--- config.mk ---
export PLATFORM = sky130hd
export DESIGN_NAME = icache_responder
export DESIGN_NICKNAME = d
export VERILOG_FILES = /design/src/rtl/icache_responder_pkg.sv /design/src/rtl/icache_responder_tag_data_array.sv /design/src/rtl/icache_responder.sv
export SDC_FILE = /design/constraint.sdc
export NUM_CORES = 1
export LEC_CHECK = 0
export CORE_ASPECT_RATIO = 2
export CORE_MARGIN = 2
export CORE_UTILIZATION = 25
export DETAILED_ROUTE_END_ITERATION = 16
export GPL_TIMING_DRIVEN = 0
export PLACE_DENSITY_LB_ADDON = 0.05
export RECOVER_POWER = 100
export REMOVE_ABC_BUFFERS = 1
export SLEW_MARGIN = 15
export SYNTH_ARGS = -nofsm -noshare
export SYNTH_HDL_FRONTEND = slang
export SYNTH_SLANG_ARGS = --single-unit
--- constraint.sdc ---
create_clock -name clk -period 15.9 [get_ports clk]
set_clock_uncertainty 0.05 [all_clocks]
set_input_delay 3.18 -clock clk [delete_from_list [all_inputs] [get_ports clk]]
set_output_delay 3.18 -clock clk [all_outputs]
set_load 0.05 [all_outputs]
--- src/rtl/icache_responder_pkg.sv ---
// Shared types and constants for the instruction cache responder.
package icache_responder_pkg;

    // Refill controller states.
    typedef enum logic [1:0] {
        IDLE = 2'd0,
        REQ  = 2'd1,
        WAIT = 2'd2
    } icache_state_t;

    localparam int          ICACHE_LINES      = 4;
    localparam int          ICACHE_LINE_WORDS = 4;
    localparam logic [31:0] NOP_INST          = 32'h0000_0013;

    // Field widths for the default geometry (32-bit address and instruction).
    localparam int ICACHE_DEF_TAG_W  = 32 - $clog2(ICACHE_LINES) - $clog2(ICACHE_LINE_WORDS) - 2;
    localparam int ICACHE_DEF_LINE_W = ICACHE_LINE_WORDS * 32;

    // One cache line as held in the tag/data array.
    typedef struct packed {
        logic                         valid;
        logic [ICACHE_DEF_TAG_W-1:0]  tag;
        logic [ICACHE_DEF_LINE_W-1:0] data;
    } icache_line_t;

endpackage

--- src/rtl/icache_responder_tag_data_array.sv ---
// Tag/data storage: combinational read, single write port, flash-clear of valids.
module icache_tag_data_array #(
    parameter int NUM_LINES = 4,
    parameter int TAG_W     = 26,
    parameter int LINE_W    = 128,
    localparam int IDX_W    = $clog2(NUM_LINES)
) (
    input  logic              clk,
    input  logic              i_rst,
    input  logic              i_clr_all,
    input  logic              i_we,
    input  logic              i_set_valid,
    input  logic [IDX_W-1:0]  i_w_idx,
    input  logic [TAG_W-1:0]  i_w_tag,
    input  logic [LINE_W-1:0] i_w_data,
    input  logic [IDX_W-1:0]  i_rd_idx,
    output logic              o_rd_valid,
    output logic [TAG_W-1:0]  o_rd_tag,
    output logic [LINE_W-1:0] o_rd_data
);

    logic [NUM_LINES-1:0] r_valid;
    logic [TAG_W-1:0]     r_tag  [NUM_LINES];
    logic [LINE_W-1:0]    r_data [NUM_LINES];

    // Valid bits: cleared by reset or flush; a write that is not cancelled by a flush sets one.
    always_ff @(posedge clk) begin
        if (i_rst) begin
            r_valid <= '0;
        end else begin
            if (i_clr_all) begin
                r_valid <= '0;
            end
            if (i_we && i_set_valid) begin
                r_valid[i_w_idx] <= 1'b1;
            end
        end
    end

    // Tag and data are plain storage; their contents only matter once the valid bit is set.
    always_ff @(posedge clk) begin
        if (i_we) begin
            r_tag[i_w_idx]  <= i_w_tag;
            r_data[i_w_idx] <= i_w_data;
        end
    end

    assign o_rd_valid = r_valid[i_rd_idx];
    assign o_rd_tag   = r_tag[i_rd_idx];
    assign o_rd_data  = r_data[i_rd_idx];

endmodule

--- src/rtl/icache_responder.sv ---
// Direct-mapped instruction cache answering fetch lookups and refilling lines from memory.
//
// state | meaning
// IDLE  | lookups served; a miss captures the line address and starts a refill
// REQ   | refill request held on the memory port until accepted
// WAIT  | waiting for the line; the response writes it and returns to IDLE
module icache_responder
    import icache_responder_pkg::*;
#(
    parameter int ADDR_LEN   = 32,
    parameter int INST_LEN   = 32,
    parameter int NUM_LINES  = ICACHE_LINES,
    parameter int LINE_WORDS = ICACHE_LINE_WORDS
) (
    input  logic                           clk,
    input  logic                           rst,
    input  logic                           fet_req_valid,
    input  logic [ADDR_LEN-1:0]            fet_req_pc,
    output logic [INST_LEN-1:0]            fet_inst_out,
    output logic                           fet_hit_out,
    output logic                           stall_fet_out,
    input  logic                           flush_in,
    output logic                           mem_req_valid,
    output logic [ADDR_LEN-1:0]            mem_req_addr,
    input  logic                           mem_req_ready,
    input  logic                           mem_resp_valid,
    input  logic [LINE_WORDS*INST_LEN-1:0] mem_resp_data
);

    localparam int OFF_W  = $clog2(LINE_WORDS);
    localparam int IDX_W  = $clog2(NUM_LINES);
    localparam int LOW_W  = OFF_W + 2;
    localparam int TAG_W  = ADDR_LEN - IDX_W - LOW_W;
    localparam int LINE_W = LINE_WORDS * INST_LEN;

    icache_state_t       r_state;
    logic                r_mem_req_valid;
    logic [ADDR_LEN-1:0] r_miss_addr;
    logic                r_flush_pending;

    logic [OFF_W-1:0]    w_off;
    logic [IDX_W-1:0]    w_idx;
    logic [TAG_W-1:0]    w_tag;
    logic                w_line_valid;
    logic [TAG_W-1:0]    w_line_tag;
    logic [LINE_W-1:0]   w_line_data;
    logic [INST_LEN-1:0] w_word;
    logic                w_hit;
    logic                w_miss;
    logic                w_fill;
    logic                w_flush_at_fill;
    logic                w_clr_all;
    logic [1:0]          w_unused_pc_bits;

    assign w_off            = fet_req_pc[LOW_W-1:2];
    assign w_idx            = fet_req_pc[LOW_W +: IDX_W];
    assign w_tag            = fet_req_pc[ADDR_LEN-1:LOW_W+IDX_W];
    assign w_unused_pc_bits = fet_req_pc[1:0];

    assign w_hit  = fet_req_valid && (r_state == IDLE) && w_line_valid && (w_line_tag == w_tag);
    assign w_miss = fet_req_valid && (r_state == IDLE) && !w_hit;
    assign w_fill = (r_state == WAIT) && mem_resp_valid;

    // A flush arriving on the fill edge itself cancels the fill just like an earlier one.
    assign w_flush_at_fill = r_flush_pending || flush_in;
    assign w_clr_all       = ((r_state == IDLE) && flush_in) || (w_fill && w_flush_at_fill);

    icache_tag_data_array #(
        .NUM_LINES (NUM_LINES),
        .TAG_W     (TAG_W),
        .LINE_W    (LINE_W)
    ) u_array (
        .clk         (clk),
        .i_rst       (rst),
        .i_clr_all   (w_clr_all),
        .i_we        (w_fill),
        .i_set_valid (!w_flush_at_fill),
        .i_w_idx     (r_miss_addr[LOW_W +: IDX_W]),
        .i_w_tag     (r_miss_addr[ADDR_LEN-1:LOW_W+IDX_W]),
        .i_w_data    (mem_resp_data),
        .i_rd_idx    (w_idx),
        .o_rd_valid  (w_line_valid),
        .o_rd_tag    (w_line_tag),
        .o_rd_data   (w_line_data)
    );

    // Word select within the addressed line.
    always_comb begin
        w_word = '0;
        for (int i = 0; i < LINE_WORDS; i++) begin
            if (w_off == OFF_W'(i)) begin
                w_word = w_line_data[i*INST_LEN +: INST_LEN];
            end
        end
    end

    assign fet_hit_out   = w_hit;
    assign fet_inst_out  = w_hit ? w_word : INST_LEN'(NOP_INST);
    assign stall_fet_out = (fet_req_valid && !w_hit) || (r_state != IDLE);
    assign mem_req_valid = r_mem_req_valid;
    assign mem_req_addr  = r_miss_addr;

    // Refill sequencer with registered memory request and deferred-flush tracking.
    always_ff @(posedge clk) begin
        if (rst) begin
            r_state         <= IDLE;
            r_mem_req_valid <= 1'b0;
            r_miss_addr     <= '0;
            r_flush_pending <= 1'b0;
        end else begin
            case (r_state)
                IDLE: begin
                    if (w_miss) begin
                        r_state         <= REQ;
                        r_mem_req_valid <= 1'b1;
                        r_miss_addr     <= {fet_req_pc[ADDR_LEN-1:LOW_W], {LOW_W{1'b0}}};
                    end
                end
                REQ: begin
                    if (flush_in) begin
                        r_flush_pending <= 1'b1;
                    end
                    if (mem_req_ready) begin
                        r_state         <= WAIT;
                        r_mem_req_valid <= 1'b0;
                    end
                end
                WAIT: begin
                    if (mem_resp_valid) begin
                        r_state         <= IDLE;
                        r_flush_pending <= 1'b0;
                    end else if (flush_in) begin
                        r_flush_pending <= 1'b1;
                    end
                end
                default: begin
                    r_state         <= IDLE;
                    r_mem_req_valid <= 1'b0;
                end
            endcase
        end
    end

endmodule

==> results by group <==
STA
  • Total negative slack: 0 ps
  • Number of max-slew violations in the final report: 152
  • Final hold vios: 0
  • Tmin final: 13350 ps
  • RSZ-0062 raised after global routing: false
  • Worst-Margin Slew: 3184 ps
  • Highest clock rate: 74.89 MHz
  • Period Utilization, post-route: 0.8398
  • Final setup fails: 0
  • Headroom to the max-slew limit: -1.123

Logic synthesis
  • Gate Count Post-Synth: 1247
  • Register area share after synthesis: 0.7397
  • Share of the synthesized area in the top cell type: 0.7120
  • Commonest register cell after synthesis: edfxtp_1
  • Post-synth top cells: edfxtp_1 (616), mux4_2 (176), mux2i_1 (53)
  • Synth Register Bits: 652
  • Synth cell types: 56
  • Post-synthesis cell area: 25980 um2
  • Yosys Warn Count: 0
  • Mean Syn Cell Area: 20.83 um2
  • Dominant cells by area after synthesis: edfxtp_1 (71%), mux4_2 (15%), dfxtp_1 (2.8%), mux2i_1 (2.0%), nor3b_1 (1.5%)
  • Asr flop ratio synth: 0
  • Top-count cell post-synth: edfxtp_1
  • EDFF count, synth: 616
  • Post-synth top area cell: edfxtp_1

Cells and area
  • Area of the multi-input gates: 6352 um2
  • Layout cells sized above 1: 0.1818
  • Number of fillers in the final layout: 10.17k
  • Synth-to-layout area growth: 23.65%
  • Final std cells w/o fill: 2964
  • Final net count: 1726
  • Sequential Area: 19220 um2

Route
  • Vias per cell: 4.481
  • Detailed Route WL: 69590 um
  • DRT iter0 DRCs: 509
  • Total iterations of the first detailed-routing run: 5
  • Antenna-violating nets left: 0
  • Total number of vias: 13.28k
  • # DRC: 0
  • DR WL/cell: 23.48 um

Global routing
  • Antenna violations before repair: 31
  • Total global routing overflow: 0
  • Vias in the first global route: 14.80k
  • Largest net degree at the start of global routing: 71
  • First-pass GRT wire length: 102400 um
  • Tot GR Track Use: 0.1333

Die
  • Chip Width: 231.9 um
  • DIE AREA: 106700 um2
  • FP Rows: 167
  • Die height: 459.9 um
  • Ports: 233
  • Core Box Area: 103200 um2
  • Initial Utilization: 0.2517

Clock network
  • Setup Fix Bufs, Post-CTS: 0
  • CTS tree: done
  • Post-cts resize count: 0
  • Worst skew pair latency: 620 ps
  • CTS root buf: clkbuf_16
  • TritonCTS Buffers: 68
  • CTS sink cnt: 652
  • CTS Buffer Depth: 3
  • H-tree depth: 3
  • Clk slew on worst S/H paths: 60 ps
  • CTS Hold Bufs: 0

Pwr
  • Pwr Total: 4.028 mW
  • Peak supply drop: 0.07252 mV
  • Pwr/cell area: 125.4 nW/um2
  • Pleak: 10.02 nW

Worst setup path
  • Path type of the worst setup path: input pin to output pin
  • CP required: 12670 ps
  • CP Launch Type: input pin
  • Worst setup EP type: output pin
  • Crit path top cell by count: buf_16
  • Critical path peak fanout: 57
  • Critical Path Max Stage Delay: 1620 ps
  • Crit-path slowest cell: or4_1
  • Arrival time worst endpoint: 10120 ps
  • Crit-path cells: clkbuf_1 -> buf_16 -> buf_16 -> mux4_2 -> xor2_1 -> or2_0 -> a2111oi_0 -> nand4_1 -> or4_1 -> nor2b_1 -> dlygate4sd3_1

Flow run
  • Maxcap violations: 7

Placed design
  • Post-DP HPWL: 45670 um
  • Port Buffers: 226
  • # placed instances: 2838
  • GPL Wtd Cong: 0.7374

Status
  • Failing checks: max-capacitance violations, max-slew violations
  • Outcome: complete, but fails checks

Worst hold path
  • Hold Crit Class: flop to flop
==> worst paths after layout <==
check / start / endpoint / slack [ps] / cells past startpoint
min: u_array.r_valid[0] / u_array.r_valid[0] / 400 / 2
min reg2reg: u_array.r_valid[0] / u_array.r_valid[0] / 400 / 2
max: fet_req_pc[4] / fet_inst_out[17] / 2550 / 11
max reg2reg: r_state[0] / mem_req_addr[26] / 10270 / 12
==> worst max-delay path, delay by kind of cell <==
kind	cells	cell delay (ps)
muxes	1	610
xor gates and xnor gates	1	180
buffers and inverters	4	1810
and+or+nand+nor	4	2520
AOI/OAI and AO/OA	1	1580
==> where the power goes <==
group	switching, mW	leakage [nW]	internal [mW]
combinational	0.294	3.17	0.187
sequential	0.0601	5.86	2.01
clock	0.655	0.985	0.821
==> cell families after synthesis <==
logic type / synth area share
AO/OA/AOI/OAI: 0.02143
flip-flops: 0.7397
adder cells (fa/ha/maj): 0.001926
other: 0.0001443
buffers and inverters: 0.01604
multiplexers: 0.1743
AND/OR/NAND/NOR: 0.04137
XOR/XNOR: 0.005057
==> sequential cells by signal (all words and copies together), names as in the netlist <==
| register | flops |
|---|---|
| u_array.r_data | 512 |
| u_array.r_tag | 104 |
| mem_req_addr | 28 |
| u_array.r_valid | 4 |
| r_state | 2 |
| mem_req_valid | 1 |
| r_flush_pending | 1 |
==> layer usage <==
metal / wire length, um / GRT usage
met1: 27960 / 0.1543
met2: 34960 / 0.2292
met3: 4383 / 0.03989
met4: 2087 / 0.05256
met5: 186 / 0
==> per-stage QoR <==
| stage | utilization | hold WS (ps) | instance area, um2 | setup slack, ps |
|---|---|---|---|---|
| final | 0.3112 | 395.9 | 32120 | 2548 |
| after global routing | 0.3110 | 407.8 | 32100 | 2357 |
| after CTS | 0.3178 | 398.4 | 32810 | 4306 |
| after detailed placement | 0.2984 | 388.6 | 30800 | 4313 |
| after global placement | 0.2865 | 386.9 | 29580 | -12440 |
| after floorplan | - | 374.9 | 25620 | 1368 |
==> cell usage in the layout, fill, tap and decap left out, drive strengths merged, types with 28 or more instances in the layout <==
master and count:
mux2i 53, mux4 176, nor2b 30, clkdlybuf4s50 33, nand2 41, dlygate4sd3 188
a32oi 28, edfxtp 616, nor3b 51, dfxtp 36, clkbuf 165
==> layout make-up <==
class                           instances  share of cell area
Sequential cell                       652              0.5982
Multi-Input combinational cell        508              0.1977
Timing Repair Buffer                  313             0.08666
Clock buffer                           88             0.05760
Tap cell                             1352             0.05266
Clock inverter                         27            0.004713
Inverter                               13            0.001519
Antenna cell                           11           0.0008569
No activity file was read; power rests on OpenSTA's default activity.
